==> src/rtl/ram_arbiter_pkg.sv <==
// Shared types for the RAM arbiter: FSM states, RAM owner codes, default widths.
package ram_arbiter_pkg;

  localparam int ADDR_W_DEF = 16;
  localparam int DATA_W_DEF = 16;

  typedef enum logic [1:0] {
    ST_BOOT    = 2'd0,
    ST_DRAIN   = 2'd1,
    ST_RELEASE = 2'd2,
    ST_RUN     = 2'd3
  } arb_state_e;

  typedef enum logic [1:0] {
    OWN_NONE = 2'd0,
    OWN_CPU  = 2'd1,
    OWN_LD   = 2'd2
  } owner_e;

endpackage

==> src/rtl/ram_arbiter_sat_counter.sv <==
// Saturating up-counter with synchronous clear; flags when the ceiling is reached.
module ram_arbiter_sat_counter #(
  parameter int MAX = 255,
  parameter int W   = $clog2(MAX + 1)
) (
  input  logic i_clk,
  input  logic i_rst_n,
  input  logic i_inc,
  input  logic i_clr,
  output logic o_sat
);

  localparam logic [W-1:0] MAX_V = W'(MAX);

  logic [W-1:0] r_cnt;

  // Count register: clear dominates increment, increment stops at the ceiling
  always_ff @(posedge i_clk or negedge i_rst_n) begin
    if (!i_rst_n) begin
      r_cnt <= '0;
    end else if (i_clr) begin
      r_cnt <= '0;
    end else if (i_inc && (r_cnt != MAX_V)) begin
      r_cnt <= r_cnt + W'(1);
    end else begin
      r_cnt <= r_cnt;
    end
  end

  assign o_sat = (r_cnt == MAX_V);

endmodule

==> src/rtl/ram_arbiter.sv <==
// Single-port RAM arbiter between the CPU control unit and the boot/debug loader,
// including the boot hand-over sequence that holds the CPU in reset while loading.
module ram_arbiter
  import ram_arbiter_pkg::*;
#(
  parameter int ADDR_W        = ADDR_W_DEF,
  parameter int DATA_W        = DATA_W_DEF,
  parameter bit BOOT_ON_RESET = 1'b1,
  parameter int STARVE_MAX    = 255
) (
  input  logic              i_clk,
  input  logic              i_rst_n,
  input  logic              i_boot_en,
  input  logic              i_boot_done,
  output logic              o_cpu_reset,
  input  logic              i_cpu_rd,
  input  logic              i_cpu_wr,
  input  logic [ADDR_W-1:0] i_cpu_addr,
  input  logic [DATA_W-1:0] i_cpu_wdata,
  output logic [DATA_W-1:0] o_cpu_rdata,
  input  logic              i_ld_req,
  input  logic              i_ld_we,
  input  logic [ADDR_W-1:0] i_ld_addr,
  input  logic [DATA_W-1:0] i_ld_wdata,
  output logic              o_ld_ack,
  output logic [DATA_W-1:0] o_ld_rdata,
  output logic              o_ram_re,
  output logic              o_ram_we,
  output logic [ADDR_W-1:0] o_ram_addr,
  output logic [DATA_W-1:0] o_ram_wdata,
  input  logic [DATA_W-1:0] i_ram_rdata,
  output logic [1:0]        o_owner,
  output logic              o_ld_starved,
  output logic              o_proto_err
);

  localparam arb_state_e RST_STATE = BOOT_ON_RESET ? ST_BOOT : ST_RUN;
  localparam int         STARVE_W  = $clog2(STARVE_MAX + 1);

  arb_state_e        r_state;
  arb_state_e        w_state_nxt;
  logic              r_ld_pend;
  logic              r_ld_rd;
  logic              r_boot_en_q;
  logic              r_proto_err;
  logic [DATA_W-1:0] r_ld_rdata;
  logic              w_boot_edge;
  logic              w_cpu_acc;
  logic              w_ld_window;
  logic              w_accept;
  logic              w_boot_entry;
  logic              w_starve_inc;
  owner_e            w_owner;

  // Commands are gated by the reset pin so the RAM sees nothing while reset is held
  assign w_boot_edge  = i_boot_en & ~r_boot_en_q;
  assign w_cpu_acc    = i_rst_n & (r_state == ST_RUN) & (i_cpu_rd | i_cpu_wr);
  assign w_ld_window  = (r_state == ST_BOOT) | (r_state == ST_RUN);
  assign w_accept     = i_rst_n & i_ld_req & ~r_ld_pend & w_ld_window & ~w_cpu_acc;
  assign w_boot_entry = (r_state == ST_RUN) & w_boot_edge;
  assign w_starve_inc = i_ld_req & ~r_ld_pend & w_cpu_acc;

  // State register
  always_ff @(posedge i_clk or negedge i_rst_n) begin
    if (!i_rst_n) begin
      r_state <= RST_STATE;
    end else begin
      r_state <= w_state_nxt;
    end
  end

  // Next-state logic; an outstanding loader access always acks in the first DRAIN cycle
  always_comb begin
    w_state_nxt = r_state;
    case (r_state)
      ST_BOOT: begin
        if (i_boot_done) w_state_nxt = ST_DRAIN;
        else             w_state_nxt = ST_BOOT;
      end
      ST_DRAIN:   w_state_nxt = ST_RELEASE;
      ST_RELEASE: w_state_nxt = ST_RUN;
      ST_RUN: begin
        if (w_boot_edge) w_state_nxt = ST_BOOT;
        else             w_state_nxt = ST_RUN;
      end
      default:    w_state_nxt = RST_STATE;
    endcase
  end

  // Output logic: CPU reset decode and this cycle's RAM command (CPU first, write wins)
  always_comb begin
    o_cpu_reset = (r_state != ST_RUN);
    w_owner     = OWN_NONE;
    o_ram_re    = 1'b0;
    o_ram_we    = 1'b0;
    o_ram_addr  = '0;
    o_ram_wdata = '0;
    if (w_cpu_acc) begin
      w_owner     = OWN_CPU;
      o_ram_we    = i_cpu_wr;
      o_ram_re    = i_cpu_rd & ~i_cpu_wr;
      o_ram_addr  = i_cpu_addr;
      o_ram_wdata = i_cpu_wdata;
    end else if (w_accept) begin
      w_owner     = OWN_LD;
      o_ram_we    = i_ld_we;
      o_ram_re    = ~i_ld_we;
      o_ram_addr  = i_ld_addr;
      o_ram_wdata = i_ld_wdata;
    end else begin
      w_owner     = OWN_NONE;
    end
  end

  // Loader completion, boot_en edge history and sticky protocol error
  always_ff @(posedge i_clk or negedge i_rst_n) begin
    if (!i_rst_n) begin
      r_ld_pend   <= 1'b0;
      r_ld_rd     <= 1'b0;
      r_ld_rdata  <= '0;
      r_boot_en_q <= 1'b0;
      r_proto_err <= 1'b0;
    end else begin
      r_ld_pend   <= w_accept;
      r_boot_en_q <= i_boot_en;
      if (w_accept) r_ld_rd <= ~i_ld_we;
      else          r_ld_rd <= r_ld_rd;
      if (r_ld_pend && r_ld_rd) r_ld_rdata <= i_ram_rdata;
      else                      r_ld_rdata <= r_ld_rdata;
      if (w_cpu_acc && i_cpu_rd && i_cpu_wr) r_proto_err <= 1'b1;
      else                                   r_proto_err <= r_proto_err;
    end
  end

  ram_arbiter_sat_counter #(
    .MAX (STARVE_MAX),
    .W   (STARVE_W)
  ) u_starve (
    .i_clk   (i_clk),
    .i_rst_n (i_rst_n),
    .i_inc   (w_starve_inc),
    .i_clr   (w_accept | w_boot_entry),
    .o_sat   (o_ld_starved)
  );

  // Read data is presented in the ack cycle straight from the RAM, then held
  assign o_ld_ack    = r_ld_pend;
  assign o_ld_rdata  = (r_ld_pend & r_ld_rd) ? i_ram_rdata : r_ld_rdata;
  assign o_cpu_rdata = i_ram_rdata;
  assign o_owner     = w_owner;
  assign o_proto_err = r_proto_err;

endmodule

==> config.mk <==
export PLATFORM = sky130hd
export DESIGN_NAME = ram_arbiter
export DESIGN_NICKNAME = d
export VERILOG_FILES = /design/src/rtl/ram_arbiter_pkg.sv /design/src/rtl/ram_arbiter_sat_counter.sv /design/src/rtl/ram_arbiter.sv
export SDC_FILE = /design/constraint.sdc
export NUM_CORES = 1
export LEC_CHECK = 0
export CORE_MARGIN = 2
export CORE_UTILIZATION = 35
export DETAILED_ROUTE_END_ITERATION = 12
export PLACE_DENSITY = 0.88
export RECOVER_POWER = 100
export SLEW_MARGIN = 20
export SYNTH_ARGS = -nofsm -noshare
export SYNTH_HDL_FRONTEND = slang
export SYNTH_SLANG_ARGS = --single-unit
export TNS_END_PERCENT = 10
==> constraint.sdc <==
create_clock -name i_clk -period 3.7 [get_ports i_clk]
set_input_delay 0.925 -clock i_clk [delete_from_list [all_inputs] [get_ports i_clk]]
set_output_delay 0.925 -clock i_clk [all_outputs]
set_load 0.05 [all_outputs]
==> Word level (Yosys, flattened, before mapping) <==
Cells that the tools add are included.
{ "totals": {"output_inout_bits": 72, "register_bits": 30, "wordCells": 56, "in_bits": 88} }
{ "op_classes": {"n_addsub": 1, "reduce_logical": 6, "bitwise_logic": 20, "muxes": 16, "n_eq_ne": 6} }
{ "ops": {"columns": ["cell", "n"], "rows": [
  ["two-way mux 16 bit", 5],
  ["two-way mux 8 bit", 2],
  ["bitwise AND 1 bit", 12],
  ["adder 8 x 1 -> 8 bit (second input constant)", 1],
  ["== test 8 bit (second input constant)", 1],
  ["!= test 8 bit (second input constant)", 1],
  ["case mux 2 bit (4 select lines)", 1],
  ["two-way mux 2 bit", 3],
  ["two-way mux 1 bit", 5],
  ["NOT 1 bit", 5],
  ["== test 2 bit (second input constant)", 2],
  ["logical AND 1 bit", 4],
  ["OR 1 bit", 3],
  ["== test 2 x 1 -> 1 bit (second input constant)", 1],
  ["zero test 2 bit", 1],
  ["!= test 2 bit (second input constant)", 1],
  ["nonzero test 2 bit", 1]
]} }

==> Depth between registers and ports, before layout <==
Gate-level depths: netlist of run 1.
{ "logic_depth": {"ltp_word": 7, "depth_mapped": 9} }

==> By module <==
From an unflattened synthesis of run 1, not the netlist that was laid out.
{ "hier_totals": {"cells_unflattened": 168, "area_unflattened_um2": 1879.3} }
{ "modules_own_cells": {"columns": ["mod", "area_each_um2", "seq_area_each_um2", "cells_per_inst", "instances"], "rows": [
  ["ram_arbiter", 1405.1, 550.5, 121, 1],
  ["ram_arbiter_sat_counter", 474.2, 200.2, 47, 1]
]} }

==> Worst setup path before layout of run 1 <==
OpenSTA, ideal clock, no wires.
{ "synth_path": {"path_kind": "input port to output port", "start": "input i_cpu_rd", "end": "output o_ram_addr[0]", "t_arrival_ns": 2.281, "n_path_buf": 2, "setup_slack_ns": 0.494, "path_stages": 6, "path_cell_list": "o211a_1 -> buf_6 -> or2_4 -> clkinv_1 -> buf_2 -> a22o_1"} }
{ "synth_via": {"elab_chain_cells": 6} }
{ "synth_lines": {"columns": ["item", "line_no", "source"], "rows": [
  ["start, declared", "ram_arbiter.sv:16", "input logic i_cpu_rd,"],
  ["OR 1 bit (*)", "ram_arbiter.sv:57", "assign w_cpu_acc = i_rst_n & (r_state == ST_RUN) & (i_cpu_rd | i_cpu_wr);"],
  ["bitwise AND 1 bit (*)", "ram_arbiter.sv:57", null],
  ["NOT 1 bit", "ram_arbiter.sv:59", "assign w_accept = i_rst_n & i_ld_req & ~r_ld_pend & w_ld_window & ~w_cpu_acc;"],
  ["bitwise AND 1 bit", "ram_arbiter.sv:59", null],
  ["two-way mux 16 bit", "ram_arbiter.sv:104", "end else if (w_accept) begin"],
  ["two-way mux 16 bit (*)", "ram_arbiter.sv:98", "if (w_cpu_acc) begin"],
  ["end, declared", "ram_arbiter.sv:29", "output logic [ADDR_W-1:0] o_ram_addr,"]
]} }
Every way passes the cells marked *; elsewhere a longest branch is shown, timed or not.

==> Worst setup path after layout of run 1 <==
{ "layout_path": {"start": "input i_rst_n", "end": "output o_ram_wdata[12]"} }
{ "layout_via": {"elab_chain_cells": 6, "word_cells_on_any_way": 9, "cone_classes": "mux (2); bitwise (7)"} }
{ "layout_lines": {"columns": ["item", "line_no", "source"], "rows": [
  ["start, declared", "ram_arbiter.sv:12", "input logic i_rst_n,"],
  ["bitwise AND 1 bit, on equally long branches (2 in a row)", "ram_arbiter.sv:59, ram_arbiter.sv:57", null],
  ["bitwise AND 1 bit / NOT 1 bit (equally long branches)", "ram_arbiter.sv:59", null],
  ["bitwise AND 1 bit", "ram_arbiter.sv:59", null],
  ["two-way mux 16 bit", "ram_arbiter.sv:104", null],
  ["two-way mux 16 bit (*)", "ram_arbiter.sv:98", null],
  ["end, declared", "ram_arbiter.sv:30", "output logic [DATA_W-1:0] o_ram_wdata,"]
]} }
Marked as above.

==> results of run 1 <==
-- worst paths after layout --
| path | end | slack, ns |
|---|---|---|
| min in group asynchronous | o_proto_err | 1.18 |
| min reg2reg | o_proto_err | 0.47 |
| max in group asynchronous | r_state[0] | 1.29 |
| max | o_ram_wdata[12] | 0.09 |
| min | o_proto_err | 0.47 |
| max reg2reg | u_starve.r_cnt[2] | 1.17 |
-- where the power goes --
group	switching (mW)	internal, mW
combinational	1.16	0.526
sequential	0.0485	0.453
clock	0.126	0.150
total	1.34	1.13
-- routing by layer --
metal	vias to the layer above	track usage, %
met5	-	0
met4	0	6.364
met3	6	11.18
met2	122	37.89
met1	952	23.83
li1	917	-
-- worst register-to-register path: cells and delay by family, from the launching register on --
| kind | cells | cell delay, ns |
|---|---|---|
| adder cells (fa/ha/maj) | 1 | 0.37 |
| AND/OR/NAND/NOR | 1 | 0.40 |
| flip-flops | 1 | 0.38 |
| AO/OA/AOI/OAI | 3 | 0.92 |
| buffers and inverters | 1 | 0.34 |
-- kinds of logic after synthesis --
| group | share of synthesized area, % |
|---|---|
| simple gates | 10.38 |
| compound gates | 24.46 |
| fa+ha+maj | 2.696 |
| flops | 40.43 |
| mux | 10.31 |
| buf+inv | 11.72 |
-- final cells by class --
cell class                 instances  area (um2)  area share (%)
tap                               70       87.58           2.660
clock buffer                       7       86.33           2.622
clock inverter                     1       5.005          0.1520
sequential                        30       750.7           22.80
multi-input combinational        106       874.6           26.56
timing repair buffer             163        1466           44.53
inverter                           6       22.52          0.6839
-- Yosys cell counts, types with 3 or more instances --
cell type  instances
nand4_1            3
buf_2              3
clkbuf_1           5
nor2_1             4
nand3_1            5
inv_1              5
a22o_1            33
a21o_1             3
dfrtp_1           30
buf_4             17
a21oi_1            6
mux2_2            17
nand2_1            3
buf_6              3
ha_1               4
-- flip-flops by register name (all words and copies together), names as in the netlist --
| name | count |
|---|---|
| o_ld_ack | 1 |
| o_proto_err | 1 |
| r_boot_en_q | 1 |
| r_ld_rd | 1 |
| r_ld_rdata | 16 |
| r_state | 2 |
| u_starve.r_cnt | 8 |
-- through the flow --
| stage | util, % | setup WS (ns) | std cells | power (mW) | area [um2] |
|---|---|---|---|---|---|
| floorplan | - | 0.4941 | 170 | 1.762 | 1857 |
| global placement | 64.92 | 0.1977 | 375 | 2.317 | 3316 |
| detailed placement | 64.92 | 0.1709 | 375 | 2.336 | 3316 |
| CTS | 66.71 | 0.1509 | 383 | 2.628 | 3407 |
| global route | 64.48 | 0.04573 | 383 | 2.585 | 3293 |
| finish | 64.48 | 0.09436 | 383 | 2.466 | 3293 |
==> reports/qor.txt, run 1 <==
outcome = finished clean
Critical Path AT = 2.68 ns
WHS = 0.4733 ns
Tmin final = 3.606 ns
CTS resizes = 0
Seq/Total Area, Yosys = 40.43%
Worst path depth = 7
Yosys reg bits = 30
wire length on met2 = 3204 um
drt drc = 0
cell family with most CP delay = buffers and inverters
# diodes = 0
Post-CTS Hold Buffers = 0
vias in the first global route = 2090
port bufs = 159
syn_nets = 262
initial core utilization = 36.35%
RePlAce Congestion = 0.7725
Async SR Flop Fraction = 100.0%
RSZ-0062 raised after global routing = no
initial antenna violation count = 0
most frequent cells in the layout = clkdlybuf4s50_1, dlygate4sd3_1, a22o_1
Register-to-Register Path Depth = 6
WHS Path Cells = 1
die height = 76.84 um
starting DRC count in detailed routing = 49
total wire length = 6584 um
crit path kind = in -> out
CTS clk-pin slew, worst paths = 0.07 ns
clk_lat worst skew = 0.29 ns
Layout fillers = 408
critical path launch point type = input port
top cell type's share of synthesized area = 40.43%
Tcrit/Tclk final = 97.45%
commonest non-fill, non-tap cell in the layout = clkdlybuf4s50_1
metal3 WL = 837 um
Final Max Slew Viols = 0
die width = 76.84 um
post-route clock skew = 0.007994 ns
Overflow after GRT = 0
Via Count = 1997
total negative slack = 0 ns
Post-CTS Setup Inserts = 0
pin count of the biggest net entering global routing = 37
Cell Rows = 26
Slowest-stage cell, CP = clkdlybuf4s50_1
Clock H-tree levels = 2
Warnings, synthesis = 0
Synth area leader = dfrtp_1
Main synth FF type = dfrtp_1
CTS tree = done
leakage = 1.490 nW
final-report hold violation count = 0
M1 WL = 2471 um
max layer used = met4
Post-Syn Area = 1857 um2
reg2reg start = r_state[1]
Crit. End Element = primary output
max_cap viols = 0
deepest clock path buffer count = 2
WL per Instance = 17.19 um
post-DR vias/cell = 5.214
global-route wire length before repair = 10360 um
GR Util All Layers = 22.09%
VDD IR max = 0.5918 mV
Syn-to-layout area delta = 77.36%
slew margin rel. = 7.888%
Fmax = 0.2773 GHz
fin nets = 404
Post-DP HPWL = 5162 um
CORE AREA = 5107 um2
Routed Antenna Nets = 0
Synth cell types = 38
CP cell instances = clkdlybuf4s50_1, nand4bb_1, or2_4, clkinv_1, buf_12, a22o_1, clkbuf_2
Critical Path RT = 2.77 ns
Worst-Margin Slew = 1.382 ns
layout cells sized above 1 = 16.93%
CP Launch Point = i_rst_n
HP Class = reg -> reg
hold path start = o_proto_err
area of the die = 5904 um2
clk root buf = clkbuf_8
Buf/Inv on CP = 4
# IOs = 160
CTS sink count = 30
drt first pass iters = 4
EDFF count, synth = 0
synth top area cells = dfrtp_1, a22o_1, mux2_2
final setup violation count = 0
CTS Buf Count = 5
pwr dens = 748.9 nW/um2
Syn Area/Cell = 10.92 um2
Worst Path Max Fanout = 36
Slowest Stage Delay on Critical Path = 0.59 ns
synthesized instance count = 170
(Power assumes the default switching activity.)
==> run 2, diff against run 1 <==
- CORE_UTILIZATION: 35 -> 29
- PLACE_DENSITY: 0.88 -> 0.78
- clock period: 3.7 -> 3.3 ns (I/O delays scaled with it)
==> reports/qor.txt, run 2 (synthesized netlist as in run 1, its figures left out) <==
vias in the first global route = 2015 (was 2090)
multi-input combinational cell area = 888.4 um2 (was 874.6 um2)
max_cap viols = 0 (unchanged)
HP Class = reg -> reg (unchanged)
Via Count = 2004 (was 1997)
GR Util All Layers = 18.62% (was 22.09%)
final non-filler cell total = 394 (was 383)
Syn-to-layout area delta = 75.94% (was 77.36%)
leakage = 1.462 nW (was 1.490 nW)
post-DR vias/cell = 5.086 (was 5.214)
slew margin rel. = 54.65% (was 7.888%)
Tcrit/Tclk final = 97.61%
die height = 84.02 um (was 76.84 um)
VDD IR max = 0.5387 mV (was 0.5918 mV)
deepest clock path buffer count = 2 (unchanged)
outcome = finished clean (unchanged)
Top Registers = r_ld_rdata (16), u_starve.r_cnt (8), r_state (2) (unchanged)
initial antenna violation count = 0 (unchanged)
Seq. cell area = 750.7 um2 (unchanged)
drt first pass iters = 4 (unchanged)
WL per Instance = 16.41 um (was 17.19 um)
layout cells sized above 1 = 19.24% (was 16.93%)
most frequent CP cell = buf_4
final-report hold violation count = 0 (unchanged)
CTS Buf Count = 5 (unchanged)
starting DRC count in detailed routing = 61 (was 49)
CTS sink count = 30 (unchanged)
pwr dens = 834.4 nW/um2 (was 748.9 nW/um2)
Slowest Stage Delay on Critical Path = 0.44 ns (was 0.59 ns)
port bufs = 159 (unchanged)
die width = 84.02 um (was 76.84 um)
RePlAce Congestion = 0.8766 (was 0.7725)
final setup violation count = 0 (unchanged)
Post-CTS Hold Buffers = 0 (unchanged)
total wire length = 6466 um (was 6584 um)
Routed Antenna Nets = 0 (unchanged)
CTS tree = done (unchanged)
post-route clock skew = 0.004656 ns (was 0.007994 ns)
commonest non-fill, non-tap cell in the layout = clkdlybuf4s50_1 (unchanged)
Post-DP HPWL = 5198 um (was 5162 um)
Worst-Margin Slew = 0.6786 ns (was 1.382 ns)
initial core utilization = 29.58% (was 36.35%)
Cell Rows = 29 (was 26)
global-route wire length before repair = 10430 um (was 10360 um)
Tot Pwr = 2.726 mW (was 2.466 mW)
Buf/Inv on CP = 4 (unchanged)
fin nets = 408 (was 404)
Critical Path RT = 2.47 ns (was 2.77 ns)
Largest register FFs = 16 (unchanged)
clk root buf = clkbuf_8 (unchanged)
Tmin final = 3.221 ns
cell family with most CP delay = buffers and inverters (unchanged)
CTS clk-pin slew, worst paths = 0.06 ns (was 0.07 ns)
Final Max Slew Viols = 0 (unchanged)
most frequent cells in the layout = clkdlybuf4s50_1, buf_4, a22o_1 (was clkdlybuf4s50_1, dlygate4sd3_1, a22o_1)
WHS = 0.4796 ns (was 0.4733 ns)
Slowest-stage cell, CP = clkdlybuf4s50_1 (unchanged)
final cell area excluding filler cells = 3267 um2 (was 3293 um2)
CP cell instances = clkdlybuf4s50_1, o211a_1, or2_4, clkinv_1, buf_4, a22o_1, buf_4 (was clkdlybuf4s50_1, nand4bb_1, or2_4, clkinv_1, buf_12, a22o_1, clkbuf_2)
clk_lat worst skew = 0.28 ns (was 0.29 ns)
crit path kind = in -> out (unchanged)
Clock H-tree levels = 2 (unchanged)
# diodes = 0 (unchanged)
# IOs = 160 (unchanged)
critical path launch point type = input port (unchanged)
area of the die = 7059 um2 (was 5904 um2)
Post-CTS Setup Inserts = 0 (unchanged)
most flop-heavy register = r_ld_rdata (unchanged)
Worst Path Max Fanout = 10 (was 36)
pin count of the biggest net entering global routing = 37 (unchanged)
Crit. End Element = primary output (unchanged)
CORE AREA = 6277 um2 (was 5107 um2)
Overflow after GRT = 0 (unchanged)
Fmax = 0.3104 GHz
DP Area = 3287 um2 (was 3316 um2)
Critical Path AT = 2.40 ns (was 2.68 ns)
Cells after DPL = 386 (was 375)
total negative slack = 0 ns (unchanged)
RSZ-0062 raised after global routing = yes (was no)
Layout fillers = 608 (was 408)
drt drc = 0 (unchanged)
## run 2: path summary, 6_finish.rpt
path | startpoint | endpoint | slack (ns) | cells past startpoint
setup / recovery | i_cpu_wr | o_ram_wdata[5] | 0.08 | 7
hold reg to reg | o_proto_err | o_proto_err | 0.48 | 1
setup reg to reg | r_state[1] | u_starve.r_cnt[2] | 0.97 | 6
hold / removal | o_proto_err | o_proto_err | 0.48 | 1
min in group asynchronous | i_rst_n | r_ld_rd | 0.55 | 2
max in group asynchronous | i_rst_n | u_starve.r_cnt[2] | 2.30 | 2
## run 2: metrics by stage
step,utilization (%),setup slack [ns]
after floorplan,-,0.2941
after global placement,52.36,0.03126
after detailed placement,52.36,0.04059
after CTS,53.82,0.03135
after global routing,52.04,-0.003499
final,52.04,0.07881
## run 2: what timing repair did
item | CTS | global route
hold endpoints to repair | 0 | 0
gates resized for setup | 0 | 2
setup endpoints to repair | 0 | 26
## run 2: layer usage
metal  share of wire [%]  GRT usage (%)  routed length (um)
met5                   0              0                   0
met4                 1.3          5.718                  81
met3                 9.5          6.133                 612
met2                  50          32.15                3250
met1                  39          21.86                2521
## run 2: layout make-up
class	instances	area share, %
timing repair buffer	167	43.39
inverter	6	0.6894
clock buffer	7	2.643
tap	77	2.949
multi-input combinational	106	27.19
clock inverter	1	0.1532
sequential	30	22.98
## run 2: worst reg2reg max path, cell delays in order (launching register included)
cell      delay, ns
dfrtp_1        0.37
ha_1           0.36
o211a_1        0.23
buf_4          0.38
o211ai_4       0.22
and3_1         0.32
a211o_1        0.32
## run 2: report_power, final
part | total [mW] | internal, mW | switching, mW
sequential | 0.559 | 0.508 | 0.0512
clock | 0.302 | 0.168 | 0.135
combinational | 1.86 | 0.551 | 1.31
total | 2.73 | 1.23 | 1.50
==> run 3, diff against run 2 <==
- CAP_MARGIN: not set -> 20
==> results of run 3 <==
No change in the layout: final DEF, timing and power equal those of run 2.
